### config.mk
export PLATFORM = sky130hd
export DESIGN_NAME = mem_rr_arbiter
export DESIGN_NICKNAME = d
export VERILOG_FILES = /design/src/rtl/mem_rr_arbiter.sv
export SDC_FILE = /design/constraint.sdc
export NUM_CORES = 1
export LEC_CHECK = 0
export CAP_MARGIN = 20
export CORE_ASPECT_RATIO = 0.9
export CORE_MARGIN = 5
export CORE_UTILIZATION = 37
export DETAILED_ROUTE_END_ITERATION = 6
export HOLD_SLACK_MARGIN = 0.12
export PLACE_DENSITY = 0.77
export SYNTH_ARGS = -nofsm -noshare
export SYNTH_HDL_FRONTEND = slang
export SYNTH_SLANG_ARGS = --single-unit
export TNS_END_PERCENT = 1
### constraint.sdc
create_clock -name clk -period 2.6 [get_ports clk]
set_input_delay 0.65 -clock clk [delete_from_list [all_inputs] [get_ports clk]]
set_output_delay 0.65 -clock clk [all_outputs]
set_load 0.05 [all_outputs]
### src/rtl/mem_rr_arbiter.sv
// Round-robin sequencer sharing one memory port between N_ACCESSORS requesters.
// Optional abort on unresponsive memory: define MEM_ARB_TIMEOUT_EN.
module mem_rr_arbiter #(
    parameter int BITSIZE        = 32,
    parameter int N_ACCESSORS    = 3,
    parameter int TIMEOUT_CYCLES = 256
) (
    input  logic                           clk,
    input  logic                           reset_i,
    input  logic [32*N_ACCESSORS-1:0]      acc_address_i,
    input  logic [N_ACCESSORS-1:0]         acc_write_i,
    input  logic [2*N_ACCESSORS-1:0]       acc_write_size_i,
    input  logic [N_ACCESSORS-1:0]         acc_read_i,
    input  logic [BITSIZE*N_ACCESSORS-1:0] acc_data_i,
    output logic [BITSIZE*N_ACCESSORS-1:0] acc_data_o,
    output logic [N_ACCESSORS-1:0]         acc_done_o,
    output logic [N_ACCESSORS-1:0]         acc_err_o,
    output logic [31:0]                    mem_addr_o,
    output logic [BITSIZE-1:0]             mem_data_o,
    output logic                           mem_write_o,
    output logic [1:0]                     mem_write_size_o,
    output logic                           mem_valid_o,
    input  logic [BITSIZE-1:0]             mem_data_i,
    input  logic                           mem_valid_i
);

    localparam int          IW = (N_ACCESSORS > 1) ? $clog2(N_ACCESSORS) : 1;
    localparam int unsigned NA = N_ACCESSORS;

    typedef enum logic [1:0] {
        ST_IDLE,
        ST_BUSY,
        ST_DONE
    } state_t;

    state_t                           r_state;
    logic [IW-1:0]                    r_ptr;
    logic [IW-1:0]                    r_grant;
    logic [31:0]                      r_addr;
    logic [BITSIZE-1:0]               r_wdata;
    logic                             r_write;
    logic [1:0]                       r_size;
    logic                             r_mem_valid;
    logic [BITSIZE*N_ACCESSORS-1:0]   r_rdata;
    logic [N_ACCESSORS-1:0]           r_done;
    logic [N_ACCESSORS-1:0]           r_err;

    logic [N_ACCESSORS-1:0]           w_req;
    logic                             w_found;
    logic [IW-1:0]                    w_pick;
    logic [IW-1:0]                    w_cand;

`ifdef MEM_ARB_TIMEOUT_EN
    localparam int CLOG_TO = $clog2(TIMEOUT_CYCLES);
    localparam int CW      = (CLOG_TO < 8) ? 8 : ((CLOG_TO > 16) ? 16 : CLOG_TO);
    logic [CW-1:0] r_cnt;
`endif

    assign w_req = acc_read_i | acc_write_i;

    // First requester found scanning upward from the slot after the last grant.
    always_comb begin
        w_found = 1'b0;
        w_pick  = '0;
        w_cand  = '0;
        for (int unsigned k = 1; k <= NA; k++) begin
            w_cand = IW'((32'(r_ptr) + k) % NA);
            if (!w_found && w_req[w_cand]) begin
                w_found = 1'b1;
                w_pick  = w_cand;
            end
        end
    end

    always_ff @(posedge clk) begin
        if (reset_i) begin
            r_state     <= ST_IDLE;
            r_ptr       <= IW'(N_ACCESSORS - 1);
            r_grant     <= '0;
            r_addr      <= '0;
            r_wdata     <= '0;
            r_write     <= 1'b0;
            r_size      <= '0;
            r_mem_valid <= 1'b0;
            r_rdata     <= '0;
            r_done      <= '0;
            r_err       <= '0;
`ifdef MEM_ARB_TIMEOUT_EN
            r_cnt       <= '0;
`endif
        end else begin
            r_done <= '0;
            r_err  <= '0;
            case (r_state)
                ST_IDLE: begin
                    if (w_found) begin
                        r_grant     <= w_pick;
                        r_ptr       <= w_pick;
                        r_addr      <= acc_address_i[32*w_pick +: 32];
                        r_wdata     <= acc_data_i[BITSIZE*w_pick +: BITSIZE];
                        r_write     <= acc_write_i[w_pick];
                        r_size      <= acc_write_size_i[2*w_pick +: 2];
                        r_mem_valid <= 1'b1;
                        r_state     <= ST_BUSY;
`ifdef MEM_ARB_TIMEOUT_EN
                        r_cnt       <= '0;
`endif
                    end
                end
                ST_BUSY: begin
                    if (mem_valid_i) begin
                        if (!r_write) begin
                            r_rdata[BITSIZE*r_grant +: BITSIZE] <= mem_data_i;
                        end
                        r_done[r_grant] <= 1'b1;
                        r_mem_valid     <= 1'b0;
                        r_state         <= ST_DONE;
                    end
`ifdef MEM_ARB_TIMEOUT_EN
                    // A response arriving on the expiry cycle takes priority over the abort.
                    else if (r_cnt == CW'(TIMEOUT_CYCLES - 1)) begin
                        r_done[r_grant] <= 1'b1;
                        r_err[r_grant]  <= 1'b1;
                        r_mem_valid     <= 1'b0;
                        r_state         <= ST_DONE;
                    end else begin
                        r_cnt <= r_cnt + 1'b1;
                    end
`endif
                end
                ST_DONE: begin
                    r_state <= ST_IDLE;
                end
                default: begin
                    r_state     <= ST_IDLE;
                    r_mem_valid <= 1'b0;
                end
            endcase
        end
    end

    assign acc_data_o       = r_rdata;
    assign acc_done_o       = r_done;
`ifdef MEM_ARB_TIMEOUT_EN
    assign acc_err_o        = r_err;
`else
    assign acc_err_o        = '0;
`endif
    assign mem_addr_o       = r_addr;
    assign mem_data_o       = r_wdata;
    assign mem_write_o      = r_write;
    assign mem_write_size_o = r_size;
    assign mem_valid_o      = r_mem_valid;

endmodule

# Yosys cells after proc, flatten, opt, wreduce, memory -nomap -nowiden
# Cells that the tools add are included.
[classes] addsub=4 n_div=3 order_cmp=6 eq_ne=4 n_shift=5 n_mux=23 n_bitwise=5 reduce_logical=11
[op_table] op="$shiftx 96x8->32" n=2
[op_table] op="$bwmux 96" n=1
[op_table] op="$mod 32x2->32 const B" n=3
[op_table] op="$shift 32x34->96 const A" n=1
[op_table] op="$shiftx 32x34->96" n=1
[op_table] op="$neg 7->34" n=1
[op_table] op="$lt 2x3->1 const B" n=5
[op_table] op="$mux 1" n=10
[op_table] op="$mux 2" n=5
[op_table] op="$bmux 1 s2" n=4
[op_table] op="$add 2x2->3 const B" n=2
[op_table] op="$reduce_and 3->1" n=2
[op_table] op="$shiftx 6x4->2" n=1
[op_table] op="$ne 2x2->1 const B" n=2
[op_table] op="$not 1->1" n=4
[op_table] op="$pmux 2 s2" n=1
[op_table] op="$reduce_and 2->1" n=2
[op_table] op="$add 2x1->3 const B" n=1
[op_table] op="$logic_and 1x1->1" n=3
[op_table] op="$or 3x3->3" n=1
[op_table] op="$pmux 1 s3" n=1
[op_table] op="$reduce_or 3->1" n=1
[op_table] op="$demux 1 s2" n=1
[op_table] op="$eq 2x1->1 const B" n=1
[op_table] op="other kinds (4)" n=5
[totals] ff_bits=173 in_bits=239 out_inout_bits=170

# Longest topological paths before layout
# Gate-level depths: netlist of run 1.
[depth] depth_word=13 mapped_depth=11

# Least setup slack after synthesis of run 1
# OpenSTA, ideal clock, no wires.
[synth_path] kind="register to register" start="reg r_ptr[0]" end="reg r_addr[21] (netlist: mem_addr_o[21])" setup_time_ps=118 arrival_ps=2350 required_time_ps=2482 slack_ps=132 stages_incl_launch_ff=12 path_buffers=3 period_less_slack_ps=2468 cell_sequence="dfxtp_1 > inv_1 > ha_1 > buf_2 > nor3_1 > a211oi_2 > nor2_1 > a221oi_2 > buf_4 > buf_4 > mux2i_1 > o21ai_1"
[synth_between] elab_chain_cells=12
[synth_rtl] item="start: declaration" line_no="37" source="logic [IW-1:0] r_ptr;"
[synth_rtl] item="start signal: assignment" line_no="78" source="r_ptr <= IW'(N_ACCESSORS - 1);"
[synth_rtl] item="start signal: assignment" line_no="98" source="r_ptr <= w_pick;"
[synth_rtl] item="$add 2x1->3" line_no="67" source="w_cand = IW'((32'(r_ptr) + k) % NA);"
[synth_rtl] item="$mod 32x2->32" line_no="67"
[synth_rtl] item="$bmux 1 s2" line_no="68" source="if (!w_found && w_req[w_cand]) begin"
[synth_rtl] item="$mux 1 (not written as such)" line_no="68"
[synth_rtl] item="$mux 1" line_no="68"
[synth_rtl] item="$logic_not 1->1" line_no="68"
[synth_rtl] item="$logic_and 1x1->1" line_no="68"
[synth_rtl] item="$mux 1" line_no="68"
[synth_rtl] item="$logic_not 1->1" line_no="68"
[synth_rtl] item="$logic_and 1x1->1" line_no="68"
[synth_rtl] item="$mux 2 or $mux 1 (tied branches)" line_no="68"
[synth_rtl] item="$shiftx 96x8->32 or $reduce_and 2->1 (tied branches)"
[synth_rtl] item="end signal: assignment" line_no="99" source="r_addr <= acc_address_i[32*w_pick +: 32];"
[synth_rtl] item="end: declaration" line_no="39" source="logic [31:0] r_addr;"
# Several ways; a longest one is shown, not always the timed one. The select of a mux whose other input is x is not followed.
# A chain may end at the register's enable or synchronous reset.

# Worst setup path in the final report of run 1
[layout_path] start="in acc_write_i[0]" end="reg r_wdata[26] (netlist: mem_data_o[26])"
[layout_between] elab_chain_cells=11
[layout_rtl] item="start: declaration" line_no="11" source="input logic [N_ACCESSORS-1:0] acc_write_i,"
[layout_rtl] item="$or 3x3->3 *" line_no="59" source="assign w_req = acc_read_i | acc_write_i;"
[layout_rtl] item="$bmux 1 s2" line_no="68"
[layout_rtl] item="$mux 1 (not written as such)" line_no="68"
[layout_rtl] item="$mux 1" line_no="68"
[layout_rtl] item="$logic_not 1->1" line_no="68"
[layout_rtl] item="$logic_and 1x1->1" line_no="68"
[layout_rtl] item="$mux 1" line_no="68"
[layout_rtl] item="$logic_not 1->1" line_no="68"
[layout_rtl] item="$logic_and 1x1->1" line_no="68"
[layout_rtl] item="$mux 2 or $mux 1 (tied branches)" line_no="68"
[layout_rtl] item="$shiftx 96x8->32 or $reduce_and 2->1 (tied branches)"
[layout_rtl] item="end signal: assignment" line_no="100" source="r_wdata <= acc_data_i[BITSIZE*w_pick +: BITSIZE];"
[layout_rtl] item="end: declaration" line_no="40" source="logic [BITSIZE-1:0] r_wdata;"
# Every way passes the cells marked *; elsewhere a longest branch is shown, timed or not. The select of a mux whose other input is x is not followed.

==> impl_metrics.tcl, run 1 <==
set metrics [dict create \
    outcome "completed" \
    rsz0062_at_grt "no" \
    routabilityCongestion 0.864 \
    seq_area_frac_synth_pct 41.6 \
    power_frac_seq_pct 22.1 \
    io_pins 409 \
    drv_cap 0 \
    fin_nets 1741 \
    die_w_um 168 \
    worst_pin_slew_ns 0.685 \
    wl_per_cell_um 17.1 \
    drt-pass1-iter-count 6 \
    clk_latency_ns 0.42 \
    clkTransAtPathRegs_ns 0.07 \
    rows 52 \
    overflow 0 \
    min_period_ns 2.45 \
    reg2reg_depth 11 \
    fin_crit_sh_pct 94.2 \
    internal_power_uw 8510 \
    p_switching_uw 7340 \
    max_freq_mhz 408 \
    yosys_warnings 0 \
    ant_nets 0 \
    ys_ff_latch 172 \
    htreeDepth 4 \
    path_class "primary input to flip-flop" \
    die-height_um 152 \
    max-slew-margin-rel_pct 54.2 \
    slowest_delay_ns 0.55 \
    yosysTopAreaCell "dfxtp_1" \
    areaGrowthSynthToFinish_pct 65.1 \
    crit_fanout 17 \
    worstSetupStartpoint "acc_write_i[0]" \
    end_kind "flip-flop" \
    wl_mm 30.8 \
    core_area_um2 22300 \
    cts_tree "yes" \
    clockBufferDepth 2 \
    drive_gt1_share_pct 7.31 \
    synth_cell_types 34 \
    p_per_area_nw_per_um2 1160 \
    final_cell_mix "clkdlybuf4s50_1 (403), nand2_1 (237), dfxtp_1 (172)" \
    yosysTopAreaCellShare_pct 41.6 \
    holdPathStages 2 \
    min_to "acc_data_o[80]" \
    dieArea_um2 25500 \
    drcViolationCount 0 \
    setup-violations-final 0 \
    crit_arrival_ns 2.79 \
    post_dp_cell_area_um2 13000 \
    slew_viol_final 0 \
    worstReg2RegEnd "mem_data_o[26]" \
    vdd_ir_drop_max_mv 0.846 \
    synth_cells 1094 \
    synth.cell_area_um2 8280 \
    switching_share_pct 46.3 \
    power.share.combinational_pct 61.8 \
    track_usage_pct 22.8 \
    ys_top_cells_by_area "dfxtp_1 (42%), nand2_1 (11%), a21oi_1 (10%), mux2i_1 (8.1%), a21o_1 (6.1%)" \
    cp_common_cell "buf_4" \
    cts.sinks 172 \
    grt_pass1_vias 8778 \
    post_cts_buffers 0 \
    dr.first_iter.drc_count 825 \
    cts_made_buffers 17 \
    total_power_uw 15800 \
    power_frac_clock_pct 16.0 \
    io_buffers 405 \
    layout_commonest_cell "clkdlybuf4s50_1" \
    avgSynthCellArea_um2 7.57 \
    antenna_found_initial 1 \
    cp_cell_sequence "clkdlybuf4s50_1 > nor3_1 > buf_4 > o32ai_1 > o41ai_4 > buf_12 > buf_4 > a21oi_1 > nand2_1 > o21ai_1" \
    cts-root-buf "clkbuf_16" \
    worst_clock_skew_ns 0.0114 \
    drt-vias-per-instance 5.06 \
    dpl.hpwl_mm 23.6 \
    crit_required_ns 2.94 \
    worst_setup_path_start_kind "primary input" \
    timing.critical_path.slowest_stage_cell "clkdlybuf4s50_1" \
    hold_start "acc_data_o[80]" \
    min_path_type "flip-flop to flip-flop" \
    grt_pass1_wl_mm 47.3 \
    final_area_um2 13700 \
    r2r-start "r_ptr[1]" \
    ff2ff_setup_slack_ns 0.15 \
    initial_core_util_pct 37.2 \
    num_vias 9127 \
    p_leak_uw 0.00546 \
    grt_max_degree 57 \
    finalHoldViolations 0 \
]
registers in the layout (all words and copies together), names as in the netlist:
signal and cells:
acc_data_o 96, acc_done_o 3, mem_addr_o 32, mem_data_o 32, mem_valid_o 1, mem_write_o 1, mem_write_size_o 2, r_grant 1
r_ptr 2, r_state 2
cell type report:
class,count,area (um2)
fillers,1968,8570
repair buffers,466,4710
multi-input cells,763,4290
flip-flops and latches,172,3440
clock buffers,17,425
well taps,297,372
inverters,72,270
clock inverters,15,171
diodes,1,2.50
through the flow:
stage          util (%)  std cells  worst slack [ns]  TNS [ns]  hold slack [ns]
2_1_floorplan         -       1096             0.132         0            0.463
3_3_place_gp       58.6       1770            -0.303    -18.74            0.437
3_5_place_dp       58.6       1770            -0.388    -23.81            0.442
4_1_cts            61.3       1802            0.0208         0            0.451
5_1_grt            61.5       1803           0.00913         0            0.462
6_report           61.5       1803             0.150         0            0.449
worst max path at each step:
stage | slack, ns | cells after the start | endpoint
6_report | 0.15 | 10 | mem_data_o[26]
5_1_grt | 0.009 | 11 | mem_data_o[26]
4_1_cts | 0.02 | 10 | mem_data_o[14]
3_5_place_dp | -0.39 | 9 | mem_data_o[9]
3_3_place_gp | -0.30 | 10 | mem_addr_o[15]
2_1_floorplan | 0.13 | 11 | mem_addr_o[21]
worst max-delay path: cells and delay by family:
kind | cells | cell delay, ns
AOI/OAI and AO/OA | 4 | 0.92
buffers and inverters | 4 | 1.06
and+or+nand+nor | 2 | 0.15
logic make-up after synthesis:
group | synth area share, %
and+or+nand+nor | 18.6
AOI/OAI and AO/OA | 22.1
DFF | 41.6
buffers and inverters | 8.05
muxes | 8.10
adders and majority gates | 1.51
other | 0.0453
synth_stat cells (all sizes together):
cell type / instances
a2111oi: 1
a211oi: 3
a21boi: 1
a21o: 67
a21oi: 165
a221oi: 2
a31oi: 1
and2: 6
buf: 31
clkbuf: 58
conb: 1
dfxtp: 172
ha: 10
inv: 72
mux2i: 67
nand2: 237
nand2b: 3
nand3: 96
nor2: 11
nor2b: 1
nor3: 6
nor3b: 5
o21ai: 71
o21bai: 1
o221ai: 1
o22ai: 2
o32ai: 1
o41ai: 2
what timing repair did:
action | in CTS | in global routing
hold buffers | 0 | 0
resized for setup | 0 | 9
setup endpoints to repair | 0 | 67
power groups by stage:
stage | Sequential (uW) | Combinational [uW] | Clock [uW]
detailed placement | 3570 | 9750 | 0
finish | 3510 | 9800 | 2540
global placement | 3540 | 9600 | 0
floorplan | 5300 | 4390 | 0
global route | 3570 | 10500 | 2690
CTS | 3510 | 9790 | 2590
metal layers:
| metal | vias up | wire length, um | global-route usage (%) |
|---|---|---|---|
| met3 | 69 | 2330 | 5.61 |
| met4 | 0 | 1360 | 10.7 |
| met1 | 4219 | 11900 | 26.8 |
| met5 | - | 0 | 0 |
| met2 | 377 | 15200 | 39.2 |
| li1 | 4462 | - | - |
(Power assumes the default switching activity.)
==> inputs of run 2 (changes only) <==
--- a/config.mk
+++ b/config.mk
@@ -7,10 +7,9 @@
 export LEC_CHECK = 0
 export CAP_MARGIN = 20
-export CORE_ASPECT_RATIO = 0.9
-export CORE_MARGIN = 5
-export CORE_UTILIZATION = 37
+export CORE_AREA = 5 5 155 157
 export DETAILED_ROUTE_END_ITERATION = 6
+export DIE_AREA = 0 0 160 162
 export HOLD_SLACK_MARGIN = 0.12
-export PLACE_DENSITY = 0.77
+export PLACE_DENSITY = 0.75
 export SYNTH_ARGS = -nofsm -noshare
 export SYNTH_HDL_FRONTEND = slang
==> constraint.sdc (replaced) <==
create_clock -name clk -period 2.45 [get_ports clk]
set_input_delay 0.6125 -clock clk [delete_from_list [all_inputs] [get_ports clk]]
set_output_delay 0.6125 -clock clk [all_outputs]
set_load 0.01 [all_outputs]
==> run 2 against run 1 <==
Register-to-register slack got worse by 0.05 ns; first-iteration DRC count fell by 35%; combinational power fell by 2%; global-route usage fell by 0.57 points; wire length rose by 3.1%; largest cell class unchanged; sequential power rose by 6.3%; clock skew rose by 0.0012 ns.
==> impl_metrics.tcl, run 2 (synthesized netlist as in run 1, its figures left out) <==
set metrics [dict create \
    io_buffers 405 \
    drive_gt1_share_pct 9.49 \
    initial_core_util_pct 37.0 \
    dpl.hpwl_mm 23.3 \
    timing.critical_path.slowest_stage_cell "clkdlybuf4s50_1" \
    postCtsHoldBufs 0 \
    grt_pass1_vias 8873 \
    pre_cts_ws_ns -0.510 \
    largest_reg_flops 96 \
    worst_pin_slew_ns 0.502 \
    overflow 0 \
    cts_tree "yes" \
    dr.first_iter.drc_count 538 \
    htreeDepth 4 \
    clockBufferDepth 2 \
    max_freq_mhz 425 \
    drt-pass1-iter-count 5 \
    worst_setup_path_start_kind "primary input" \
    final_cells 1804 \
    max-slew-margin-rel_pct 66.3 \
    path_class "primary input to flip-flop" \
    vdd_ir_drop_max_mv 0.863 \
    num_vias 9167 \
    final_cell_mix "clkdlybuf4s50_1 (400), nand2_1 (237), dfxtp_1 (171)" \
    wl_mm 31.7 \
    fin_nets 1754 \
    cts_made_buffers 17 \
    end_kind "flip-flop" \
    slew_viol_final 0 \
    dp.cells 1759 \
    worst_clock_skew_ns 0.0126 \
    cts.sinks 172 \
    postLayoutCoreUtil_pct 62.9 \
    io_pins 409 \
    crit_arrival_ns 2.71 \
    clkTransAtPathRegs_ns 0.08 \
    dieArea_um2 25900 \
    rsz0062_at_grt "yes" \
    drt-vias-per-instance 5.08 \
    fin_crit_sh_pct 96.0 \
    ant_nets 0 \
    grt_pass1_wl_mm 47.0 \
    routabilityCongestion 0.850 \
    setup-violations-final 0 \
    die_w_um 160 \
    layout_commonest_cell "clkdlybuf4s50_1" \
    crit_required_ns 2.80 \
    path_buf_inv 4 \
    final_area_um2 14100 \
    cp_cell_sequence "clkdlybuf4s50_1 > nor2_4 > a211oi_4 > o41ai_4 > buf_6 > clkbuf_16 > clkbuf_16 > a21oi_1 > nand2_1 > o21ai_1" \
    clk_latency_ns 0.42 \
    min_period_ns 2.35 \
    cts-root-buf "clkbuf_16" \
    rows 55 \
    min_path_type "flip-flop to flip-flop" \
    slowest_delay_ns 0.52 \
    outcome "completed" \
    grt_max_degree 93 \
    p_leak_uw 0.00565 \
    die-height_um 162 \
    wl_per_cell_um 17.6 \
    post_dp_cell_area_um2 13000 \
    drcViolationCount 0 \
    crit_fanout 14 \
    track_usage_pct 22.3 \
    core_area_um2 22400 \
    antenna_found_initial 1 \
    drv_cap 0 \
    finalHoldViolations 0 \
    areaGrowthSynthToFinish_pct 69.8 \
    cp_common_cell "clkbuf_16" \
    p_per_area_nw_per_um2 1140 \
    finalWorstSetupSlack_ns 0.0980 \
    critical_path.top_delay_family "buffers and inverters" \
]
-- run 2: cell types whose count changed in the layout (fill, tap and decap cells not counted), moves of 3 or more --
cell | before | now
buf_16 | 0 | 4
dlymetal6s2s_1 | 0 | 4
a21oi_1 | 165 | 160
mux2i_1 | 66 | 57
buf_6 | 0 | 4
buf_12 | 16 | 12
a21oi_2 | 0 | 5
mux2i_2 | 1 | 8
clkbuf_16 | 17 | 24
clkdlybuf4s50_1 | 403 | 400
-- run 2: timing repair --
| action | in CTS | in global routing |
|---|---|---|
| setup endpoints to repair | 66 | 69 |
| gates cloned | 0 | 7 |
| gates resized for setup | 7 | 41 |
| setup buffers | 1 | 4 |
| pin swaps | 1 | 4 |
| hold endpoints to repair | 0 | 0 |
-- run 2: path summary, 6_finish.rpt --
path | cells past startpoint | slack [ns] | start | endpoint
worst max-delay path | 10 | 0.1 | acc_read_i[2] | mem_addr_o[2]
worst min-delay path | 2 | 0.45 | acc_data_o[73] | acc_data_o[73]
worst max register to register | 11 | 0.1 | r_ptr[1] | mem_data_o[2]
worst min register to register | 2 | 0.45 | acc_data_o[73] | acc_data_o[73]
-- run 2: worst min-delay path: stages (launching register included) --
cell and delay (ns):
dfxtp_1 0.31, nand2_1 0.05, a21oi_1 0.05
-- run 2: cell type report --
cell class	instances	area, um2
flip-flops and latches	172	3450
repair buffers	479	4980
inverters	72	270
clock buffers	17	425
multi-input cells	763	4410
well taps	285	357
clock inverters	15	173
diodes	1	2.50
fillers	1918	8300
-- run 2: power breakdown --
group	switching (uW)	internal [uW]	leakage, uW
Combinational	4760	4860	0.00395
Clock	1330	1380	0.000292
Sequential	324	3410	0.00141
-- run 2: per-layer routing --
layer  GRT usage [%]  vias up  wire length (um)  part of all wire (%)
met4            5.91        0               727                   2.3
met2            40.8      371             16200                    51
met3            4.82       46              2160                   6.8
li1                -     4493                 -                     -
met1            26.4     4257             12700                    40
met5               0        -                 0                     0
-- run 2: per-stage QoR --
step,power [uW],hold WS (ns),TNS (ns)
5_1_grt,17000,0.466,-0.00886
6_report,16100,0.451,0
4_1_cts,15200,0.453,-0.0101
3_5_place_dp,12400,0.442,-32.33
3_3_place_gp,12200,0.437,-25.08
2_1_floorplan,8650,0.463,0
